[src/rtl/data_bus_responder_pkg.sv]
// dbus_pkg
// Shared constants and types for the data-memory bus responder.
// Contents: default region base addresses, I/O register offsets, the ID
// register value, the address-decode result enum and a helper that tells
// whether a write to a given I/O offset is refused.
// Optional feature macro: DBUS_CYCLE_COUNTER_EN (cycle counter present;
// it also selects the low byte of the ID value).
`timescale 1ns/1ps

package dbus_pkg;

   localparam logic [31:0] DEFAULT_DATA_BASE = 32'h1001_0000;
   localparam logic [31:0] DEFAULT_IO_BASE   = 32'h1001_0400;

   // The I/O window is four word registers.
   localparam logic [31:0] IO_REGION_BYTES = 32'd16;

   localparam logic [3:0] IO_GPIO_OUT    = 4'h0;
   localparam logic [3:0] IO_GPIO_IN     = 4'h4;
   localparam logic [3:0] IO_CYCLE_COUNT = 4'h8;
   localparam logic [3:0] IO_ID          = 4'hC;

   // The low byte of the ID tells software whether the counter exists.
`ifdef DBUS_CYCLE_COUNTER_EN
   localparam logic [31:0] DBUS_ID = 32'hDB05_0001;
`else
   localparam logic [31:0] DBUS_ID = 32'hDB05_0000;
`endif

   typedef enum logic [1:0] {
      HIT_RAM,
      HIT_IO,
      HIT_NONE
   } hit_t;

   // Writes to read-only I/O registers are illegal accesses. Without the
   // counter, its offset behaves as a read-only zero register.
   function automatic logic ioWriteIllegal(input logic [3:0] offset);
`ifdef DBUS_CYCLE_COUNTER_EN
      return (offset == IO_GPIO_IN) || (offset == IO_ID);
`else
      return (offset == IO_GPIO_IN) || (offset == IO_ID) ||
             (offset == IO_CYCLE_COUNT);
`endif
   endfunction

endpackage

[src/rtl/data_bus_responder_sync_2ff.sv]
// sync_2ff
// Two-flop synchronizer for bringing asynchronous pins into the clk domain.
// Ports:
//   clk   - sampling clock, rising edge
//   reset - asynchronous reset, active-low, clears both stages
//   d     - asynchronous input bus (WIDTH bits)
//   q     - synchronized output bus (WIDTH bits), two edges behind d
`timescale 1ns/1ps

module sync_2ff #(
   parameter int WIDTH = 8
) (
   input  logic             clk,
   input  logic             reset,
   input  logic [WIDTH-1:0] d,
   output logic [WIDTH-1:0] q
);

   logic [WIDTH-1:0] stageOne;
   logic [WIDTH-1:0] stageTwo;

   // The first stage may go metastable; only the second stage is consumed.
   always_ff @(posedge clk or negedge reset) begin
      if (!reset) begin
         stageOne <= '0;
         stageTwo <= '0;
      end else begin
         stageOne <= d;
         stageTwo <= stageOne;
      end
   end

   assign q = stageTwo;

endmodule

[src/rtl/data_bus_responder.sv]
// data_bus_responder
// Responder end of the core's data-memory bus. Decodes a word-addressed RAM
// region and a small memory-mapped I/O window (GPIO out, synchronized GPIO
// in, cycle counter, ID) and answers loads combinationally in the same cycle.
// Illegal accesses read 0, have no effect, and set a sticky error flag.
// Ports:
//   clk       - single clock, rising edge
//   reset     - asynchronous reset, active-low
//   MemWrite  - write strobe for the current cycle
//   Address   - byte address from the core ALU
//   WriteData - store data
//   ReadData  - load data, combinational
//   gpio_in   - asynchronous external input pins
//   gpio_out  - registered output port
//   bus_error - sticky illegal-access flag
// Optional feature macro: DBUS_CYCLE_COUNTER_EN enables the CYCLE_COUNT
// register; without it offset +8 reads 0 and writing it is illegal.
`timescale 1ns/1ps

import dbus_pkg::*;

module data_bus_responder #(
   parameter int          DATA_WIDTH   = 32,
   parameter int          MEMORY_DEPTH = 32,
   parameter logic [31:0] DATA_BASE    = DEFAULT_DATA_BASE,
   parameter logic [31:0] IO_BASE      = DEFAULT_IO_BASE,
   parameter int          GPIO_WIDTH   = 8
) (
   input  logic                  clk,
   input  logic                  reset,
   input  logic                  MemWrite,
   input  logic [31:0]           Address,
   input  logic [DATA_WIDTH-1:0] WriteData,
   output logic [DATA_WIDTH-1:0] ReadData,
   input  logic [GPIO_WIDTH-1:0] gpio_in,
   output logic [GPIO_WIDTH-1:0] gpio_out,
   output logic                  bus_error
);

   localparam int          IDX_W     = (MEMORY_DEPTH > 1) ? $clog2(MEMORY_DEPTH) : 1;
   localparam logic [31:0] RAM_BYTES = 32'(4 * MEMORY_DEPTH);

   logic [31:0]           ramOffset;
   logic [31:0]           ioOffset;
   logic [3:0]            ioReg;
   logic [IDX_W-1:0]      wordIndex;
   hit_t                  hit;
   logic                  misaligned;
   logic                  illegal;
   logic                  ramWrite;
   logic                  gpioWrite;
   logic [DATA_WIDTH-1:0] ram [MEMORY_DEPTH];
   logic [GPIO_WIDTH-1:0] gpioOutReg;
   logic [GPIO_WIDTH-1:0] gpioInSync;
   logic [DATA_WIDTH-1:0] gpioOutExt;
   logic [DATA_WIDTH-1:0] gpioInExt;
   logic [DATA_WIDTH-1:0] countRead;
   logic                  errorFlag;

   // Region decode. Offsets are taken relative to each base and compared
   // against the region size, which keeps the bounds check free of any
   // overflow in base + size.
   always_comb begin
      ramOffset  = Address - DATA_BASE;
      ioOffset   = Address - IO_BASE;
      ioReg      = ioOffset[3:0];
      wordIndex  = ramOffset[IDX_W+1:2];
      misaligned = |Address[1:0];
      if ((Address >= DATA_BASE) && (ramOffset < RAM_BYTES)) begin
         hit = HIT_RAM;
      end else if ((Address >= IO_BASE) && (ioOffset < IO_REGION_BYTES)) begin
         hit = HIT_IO;
      end else begin
         hit = HIT_NONE;
      end
   end

   // Plain unmapped reads are legal: the core drives ALU results onto
   // Address every cycle, so only writes or misalignment count as errors.
   always_comb begin
      illegal = misaligned ||
                (MemWrite && (hit == HIT_NONE)) ||
                (MemWrite && (hit == HIT_IO) && ioWriteIllegal(ioReg));
      ramWrite  = MemWrite && !illegal && (hit == HIT_RAM);
      gpioWrite = MemWrite && !illegal && (hit == HIT_IO) && (ioReg == IO_GPIO_OUT);
   end

   // Zero-extend the narrow GPIO values onto the bus width.
   always_comb begin
      gpioOutExt = '0;
      gpioInExt  = '0;
      gpioOutExt[GPIO_WIDTH-1:0] = gpioOutReg;
      gpioInExt[GPIO_WIDTH-1:0]  = gpioInSync;
   end

   // Combinational read mux. Stores commit at the edge, so a load of the
   // location being written in the same cycle sees the old contents.
   always_comb begin
      ReadData = '0;
      if (!illegal) begin
         if (hit == HIT_RAM) begin
            ReadData = ram[wordIndex];
         end else if (hit == HIT_IO) begin
            case (ioReg)
               IO_GPIO_OUT:    ReadData = gpioOutExt;
               IO_GPIO_IN:     ReadData = gpioInExt;
               IO_CYCLE_COUNT: ReadData = countRead;
               IO_ID:          ReadData = DATA_WIDTH'(DBUS_ID);
               default:        ReadData = '0;
            endcase
         end
      end
   end

   // Data RAM. It is cleared on reset so software sees a known image.
   always_ff @(posedge clk or negedge reset) begin
      if (!reset) begin
         for (int i = 0; i < MEMORY_DEPTH; i++) begin
            ram[i] <= '0;
         end
      end else if (ramWrite) begin
         ram[wordIndex] <= WriteData;
      end
   end

   // GPIO output register; only the low GPIO_WIDTH bits of the store land.
   always_ff @(posedge clk or negedge reset) begin
      if (!reset) begin
         gpioOutReg <= '0;
      end else if (gpioWrite) begin
         gpioOutReg <= WriteData[GPIO_WIDTH-1:0];
      end
   end

   assign gpio_out = gpioOutReg;

   sync_2ff #(
      .WIDTH(GPIO_WIDTH)
   ) gpioSync (
      .clk   (clk),
      .reset (reset),
      .d     (gpio_in),
      .q     (gpioInSync)
   );

`ifdef DBUS_CYCLE_COUNTER_EN
   logic                  countWrite;
   logic [DATA_WIDTH-1:0] cycleCount;

   assign countWrite = MemWrite && !illegal && (hit == HIT_IO) &&
                       (ioReg == IO_CYCLE_COUNT);

   // Free-running cycle counter; a store replaces that cycle's increment.
   always_ff @(posedge clk or negedge reset) begin
      if (!reset) begin
         cycleCount <= '0;
      end else if (countWrite) begin
         cycleCount <= WriteData;
      end else begin
         cycleCount <= cycleCount + 1'b1;
      end
   end

   assign countRead = cycleCount;
`else
   assign countRead = '0;
`endif

   // Sticky error flag, cleared only by reset.
   always_ff @(posedge clk or negedge reset) begin
      if (!reset) begin
         errorFlag <= 1'b0;
      end else if (illegal) begin
         errorFlag <= 1'b1;
      end
   end

   assign bus_error = errorFlag;

endmodule

[config.mk]
export PLATFORM = sky130hd
export DESIGN_NAME = data_bus_responder
export DESIGN_NICKNAME = d
export VERILOG_FILES = /design/src/rtl/data_bus_responder_pkg.sv /design/src/rtl/data_bus_responder_sync_2ff.sv /design/src/rtl/data_bus_responder.sv
export SDC_FILE = /design/constraint.sdc
export NUM_CORES = 2
export LEC_CHECK = 0
export ABC_AREA = 1
export CAP_MARGIN = 15
export CORE_ASPECT_RATIO = 1.25
export CORE_MARGIN = 2
export CORE_UTILIZATION = 50
export CTS_CLUSTER_DIAMETER = 60
export DETAILED_ROUTE_END_ITERATION = 10
export HOLD_SLACK_MARGIN = 0.08
export PLACE_DENSITY = 0.69
export REMOVE_ABC_BUFFERS = 1
export SLEW_MARGIN = 15
export SYNTH_ARGS = -nofsm -noshare
export SYNTH_HDL_FRONTEND = slang
export SYNTH_SLANG_ARGS = --single-unit
[constraint.sdc]
create_clock -name clk -period 2.7 [get_ports clk]
set_clock_uncertainty 0.2 [all_clocks]
set_input_delay 0.405 -clock clk [delete_from_list [all_inputs] [get_ports clk]]
set_output_delay 0.405 -clock clk [all_outputs]
set_load 0.05 [all_outputs]
**Word-level counts from Yosys, hierarchy flattened**

Index checks and enable logic that the tools add are counted.

- Register bits after elaboration: 1,049
- Input bits: 75
- Output and inout bits: 41
- Word-level logic and storage cells: 80

- Add/sub/neg operators: 2
- Magnitude comparators: 6
- Equal/unequal tests: 5
- Muxes and demuxes: 12
- Bitwise gates (word level): 1
- Reduce and logical (&&, ||, !) cells: 18

Operators by type and width:

| operator | number |
|---|---|
| bitwise mux 1024 bit | 1 |
| 2-to-1 mux 32 bit | 6 |
| binary-select mux 32 bit (select 5 bit) | 1 |
| demux 32 bit (select 5 bit) | 1 |
| one-hot mux 32 bit (3 select lines) | 1 |
| greater-or-equal comparator 32 x 29 -> 1 bit, second input constant | 2 |
| subtractor 32 x 29 -> 32 bit, second input constant | 2 |
| < comparator 32 x 5 -> 1 bit, second input constant | 1 |
| < comparator 32 x 8 -> 1 bit, second input constant | 1 |
| logical AND 1 bit | 10 |
| == test 4 bit, second input constant | 2 |
| greater-or-equal comparator 6 bit, second input constant | 1 |
| < comparator 6 x 1 -> 1 bit, second input constant | 1 |
| NOT 5 -> 6 bit | 1 |
| == test 4 x 3 -> 1 bit, second input constant | 1 |
| zero test 4 bit | 1 |
| logical OR 1 bit | 4 |
| 2-to-1 mux 2 bit | 2 |
| == test 2 x 1 -> 1 bit, second input constant | 1 |
| == test 2 bit, second input constant | 1 |
| zero test 2 bit | 1 |
| OR reduction 2 bit | 1 |
| zero test 1 bit | 1 |

**Longest topological paths before layout**

- Word-level depth: 13
- Gate-level depth with buffers: 17
- Depth with buffers taken out: 15

**Modules after synthesis**

Synthesis repeated with hierarchy kept, for this count alone.

- Cell total of the unflattened synthesis: 7,783
- Area total of the unflattened synthesis: 55,426.9 um2

Modules (own cells, without submodules):

| module | instances | cells an instance | area each (um2) |
|---|---|---|---|
| data_bus_responder | 1 | 7,767 | 55,026.5 |
| sync_2ff | 1 | 16 | 400.4 |

**Least setup slack after synthesis**

No wires, ideal clock.

- Path type: input to output
- From: in Address[10]
- To: out ReadData[16]
- Arrival time: 2,590 ps
- Data required time: 2,095 ps
- Path slack: -495 ps
- Stages on the path: 13
- Buffers on the path: 0
- Cell sequence: nor2_1 > nand3_1 > nand2_1 > nand2_1 > o21ai_0 > nand3_1 > nor2_1 > nand3b_1 > nor2_2 > nand2_1 > nand2_1 > nand2_1 > nor2_1

- Cells in the longest elaborated chain, start to end: 10

RTL lines:

| what | RTL line | source |
|---|---|---|
| from (decl) | data_bus_responder.sv:32 | `input logic [31:0] Address,` |
| subtractor 32 x 29 -> 32 bit | data_bus_responder.sv:65 | `ioOffset = Address - IO_BASE;` |
| < comparator 32 x 5 -> 1 bit | data_bus_responder.sv:71 | `end else if ((Address >= IO_BASE) && (ioOffset < IO_REGION_BYTES)) begin` |
| logical AND 1 bit | data_bus_responder.sv:71 |  |
| 2-to-1 mux 2 bit | data_bus_responder.sv:71 |  |
| 2-to-1 mux 2 bit * | data_bus_responder.sv:69 | `if ((Address >= DATA_BASE) && (ramOffset < RAM_BYTES)) begin` |
| == test 2 bit / == test 2 x 1 -> 1 bit (equally long branches) | data_bus_responder.sv:82, data_bus_responder.sv:83, data_bus_responder.sv:103 |  |
| logical AND 1 bit (on tied branches) | data_bus_responder.sv:82, data_bus_responder.sv:83 |  |
| logical OR 1 bit / logical AND 1 bit (equally long branches) | data_bus_responder.sv:81, data_bus_responder.sv:83 |  |
| logical OR 1 bit | data_bus_responder.sv:82 | `(MemWrite && (hit == HIT_NONE)) \|\|` |
| 2-to-1 mux 32 bit * | data_bus_responder.sv:100 | `if (!illegal) begin` |
| to (decl) | data_bus_responder.sv:34 | `output logic [DATA_WIDTH-1:0] ReadData,` |

Every way passes the cells marked *; elsewhere a longest branch is shown, timed or not.

**Worst setup path after layout**

- From: in Address[3]
- To: out ReadData[26]

- Cells in the longest elaborated chain, start to end: 10

RTL lines:

| what | RTL line |
|---|---|
| subtractor 32 x 29 -> 32 bit | data_bus_responder.sv:65 |
| < comparator 32 x 5 -> 1 bit | data_bus_responder.sv:71 |
| logical AND 1 bit | data_bus_responder.sv:71 |
| 2-to-1 mux 2 bit | data_bus_responder.sv:71 |
| 2-to-1 mux 2 bit | data_bus_responder.sv:69 |
| == test 2 bit / == test 2 x 1 -> 1 bit (equally long branches) | data_bus_responder.sv:82, data_bus_responder.sv:83, data_bus_responder.sv:103 |
| logical AND 1 bit (on tied branches) | data_bus_responder.sv:82, data_bus_responder.sv:83 |
| logical OR 1 bit / logical AND 1 bit (equally long branches) | data_bus_responder.sv:81, data_bus_responder.sv:83 |
| logical OR 1 bit | data_bus_responder.sv:82 |
| 2-to-1 mux 32 bit * | data_bus_responder.sv:100 |

Every way passes the cells marked *; elsewhere a longest branch is shown, timed or not. The select of a mux whose other input is x is not followed.

==> results.sh <==
export IMPL_status="finished, violations left"
export IMPL_violations="negative setup slack"
export IMPL_clk_path_buf_depth=3
export IMPL_dieArea_mm2=0.109
export IMPL_syn_area_per_cell_um2=8.21
export IMPL_crit_type="in -> out"
export IMPL_drt_wl_total_um=207000
export IMPL_grt_overflow=0
export IMPL_cts_root_buf="clkbuf_16"
export IMPL_worst_slew_pin_slew_ps=884
export IMPL_drive_above_1_share=0.237
export IMPL_dieWidth_um=296
export IMPL_crit_fanout=31
export IMPL_firstDrtPassIters=10
export IMPL_route_detailed_drc=0
export IMPL_synthFlopType="dfrtp_1"
export IMPL_critPathMostFrequentCell="buf_12"
export IMPL_power_density_mw_per_mm2=487
export IMPL_ys_warn_count=0
export IMPL_drtIter0Drc=6857
export IMPL_cts_buffers_inserted=105
export IMPL_required_ps=2100
export IMPL_crit_chain="buf_8, buf_8, nor2_4, bufinv_16, buf_12, buf_12, o22ai_1, o21ai_0, nand4_1, nor2_1, nand2_2, nor2_4, buf_12"
export IMPL_yosys_area_top_type_share=0.492
export IMPL_fp_row_count=133
export IMPL_yosys_area_top_type="dfrtp_1"
export IMPL_ir_worst_vdd_uv=503
export IMPL_period_share=1.14
export IMPL_final_cell_mix="nand2_1 (1065), dfrtp_1 (1049), inv_1 (818), o21bai_1 (769), o22ai_1 (499)"
export IMPL_grt_use_total=0.356
export IMPL_syn_inst=6495
export IMPL_nNetsFinal=6997
export IMPL_netlist_area_mm2=0.0533
export IMPL_max_freq_ghz=0.326
export IMPL_pin_count=116
export IMPL_setup_violations=795
export IMPL_antenna_found_initial=1
export IMPL_drv_slew=0
export IMPL_clkSinkCount=1049
export IMPL_place_ws_ps=-930
export IMPL_cts_tree="done"
export IMPL_cp_arrival_ps=2460
export IMPL_worstSetupStartpointType="input port"
export IMPL_crit_slowest_cell="o21ai_0"
export IMPL_gp_congestion=0.870
export IMPL_synth_area_leaders="dfrtp_1 (49%), o21bai_1 (11%), nand2_1 (8.0%)"
export IMPL_initial_utilization=0.505
export IMPL_dp_cells=8042
export IMPL_worst_path_largest_cell_delay_ps=320
export IMPL_period_needed_ps=3070
export IMPL_synth_distinct_cells=40
export IMPL_synth_edf_count=0
export IMPL_cp_top_family="buffers and inverters"
export IMPL_core_mm2=0.106
export IMPL_syn_to_final_growth_pct=34.5
export IMPL_final_hold_violation_count=0
export IMPL_multi_input_area_mm2=0.0241
export IMPL_vias_per_cell=6.21
export IMPL_grt_max_degree=84
export IMPL_worst_path_buf_inv=6
export IMPL_nFillCells=7711
export IMPL_htreeDepth=3
export IMPL_critPathCaptureType="primary output"
export IMPL_wl_per_cell_um=24.6
export IMPL_relSlewSlack=0.409
export IMPL_grt_first_pass_wirelength_um=301000
export IMPL_rsz0062_at_grt="yes"
export IMPL_hold_path_class="in -> reg"
export IMPL_die_h_um=369
export IMPL_layout_commonest_cell="nand2_1"
export IMPL_async_flop_share=1.00
export IMPL_worst_slack_ps=-369
export IMPL_power_leakage_uw=0.0315
export IMPL_cts_clk_slew_worst_paths_ps=70
export IMPL_hpwl_um=112000
export IMPL_seqCellArea_mm2=0.0263
export IMPL_ys_seq_elements=1049
export IMPL_port_buffers=115
export IMPL_grt_pass1_vias=51000
export IMPL_cap_violations=0
export IMPL_yosysSeqAreaShare=0.492
export IMPL_instances_no_fill=8430
export IMPL_vias=52300
export IMPL_insertion_delay_ps=710
export IMPL_ant_nets=0
-- synthesized netlist by cell type, drive strengths merged (3+ instances only) --
| cell | n |
|---|---|
| nand2 | 1150 |
| dfrtp | 1049 |
| inv | 845 |
| nand3 | 794 |
| o21bai | 769 |
| o21ai | 522 |
| o22ai | 506 |
| clkbuf | 392 |
| buf | 231 |
| nor2 | 117 |
| nand4 | 61 |
| nor3 | 14 |
| clkinv | 9 |
| a32o | 8 |
| a22oi | 4 |
| o221ai | 4 |
| a21oi | 3 |
| o2111ai | 3 |
| xor2 | 3 |
-- per-layer routing --
metal	up-vias	part of all wire	track usage
met5	-	0.000087	0
met4	2	0.064	0.194
met1	25600	0.37	0.464
met3	806	0.11	0.0708
li1	22500	-	-
met2	3476	0.45	0.559
-- power breakdown --
| group | internal, uW | leakage [uW] | switching [uW] |
|---|---|---|---|
| sequential | 15700 | 0.0106 | 6.54 |
| combinational | 1070 | 0.0191 | 2050 |
| clock | 9280 | 0.00181 | 6790 |
-- final timing paths --
kind | start | end | slack [ps] | cells after the start
max reg2reg | ram[58] | ram[58] | 1670 | 3
min | Address[6] | ram[675] | 120 | 6
min in group asynchronous | reset | ram[818] | 340 | 3
max | Address[3] | ReadData[26] | -370 | 13
max in group asynchronous | reset | ram[65] | 1460 | 4
min reg2reg | gpioSync.stageOne[2] | gpioSync.q[2] | 160 | 0
-- area by class of cell --
type	instances	area share
diodes	1	0.0000349
flip-flops and latches	1049	0.366
well taps	1417	0.0247
repair buffers	943	0.175
inverters	854	0.0461
multi-input cells	3969	0.336
clock buffers	136	0.0401
clock inverters	61	0.0118
-- logic make-up after synthesis --
logic type,Yosys count,share of synthesized area
and+or+nand+nor,2142,0.175
AOI/OAI and AO/OA,1823,0.221
buffers and inverters,1477,0.111
DFF,1049,0.492
xor gates and xnor gates,4,0.000657
-- through the flow --
step	hold slack (ps)	total power [uW]	utilization	setup TNS [ps]	area, um^2
after floorplan	-90.6	16800	-	-	50600
after global placement	132	18700	0.580	-820220	61200
after detailed placement	143	18700	0.580	-848190	61200
after CTS	98.9	34700	0.645	-51050	68000
after global routing	146	35700	0.680	-215400	71700
final	124	34900	0.680	-150500	71700
-- sequential cells by signal, summed over array words and instances (netlist names) --
register / cells
ram: 1024
bus_error: 1
gpioSync.q: 8
gpio_out: 8
gpioSync.stageOne: 8
-- tightest hold or removal path, delay by kind of cell --
kind	cells	cell delay, ps
buffers and inverters	3	430
and+or+nand+nor	3	180
-- repair_timing --
| item | CTS | global route |
|---|---|---|
| hold buffers | 10 | 0 |
| hold endpoints to repair | 747 | 0 |
| gates cloned | 43 | 45 |
| setup buffers | 73 | 40 |
| pin swaps | 114 | 423 |
| resized for setup | 415 | 607 |
| setup endpoints to repair | 784 | 800 |
(Power assumes the default switching activity.)
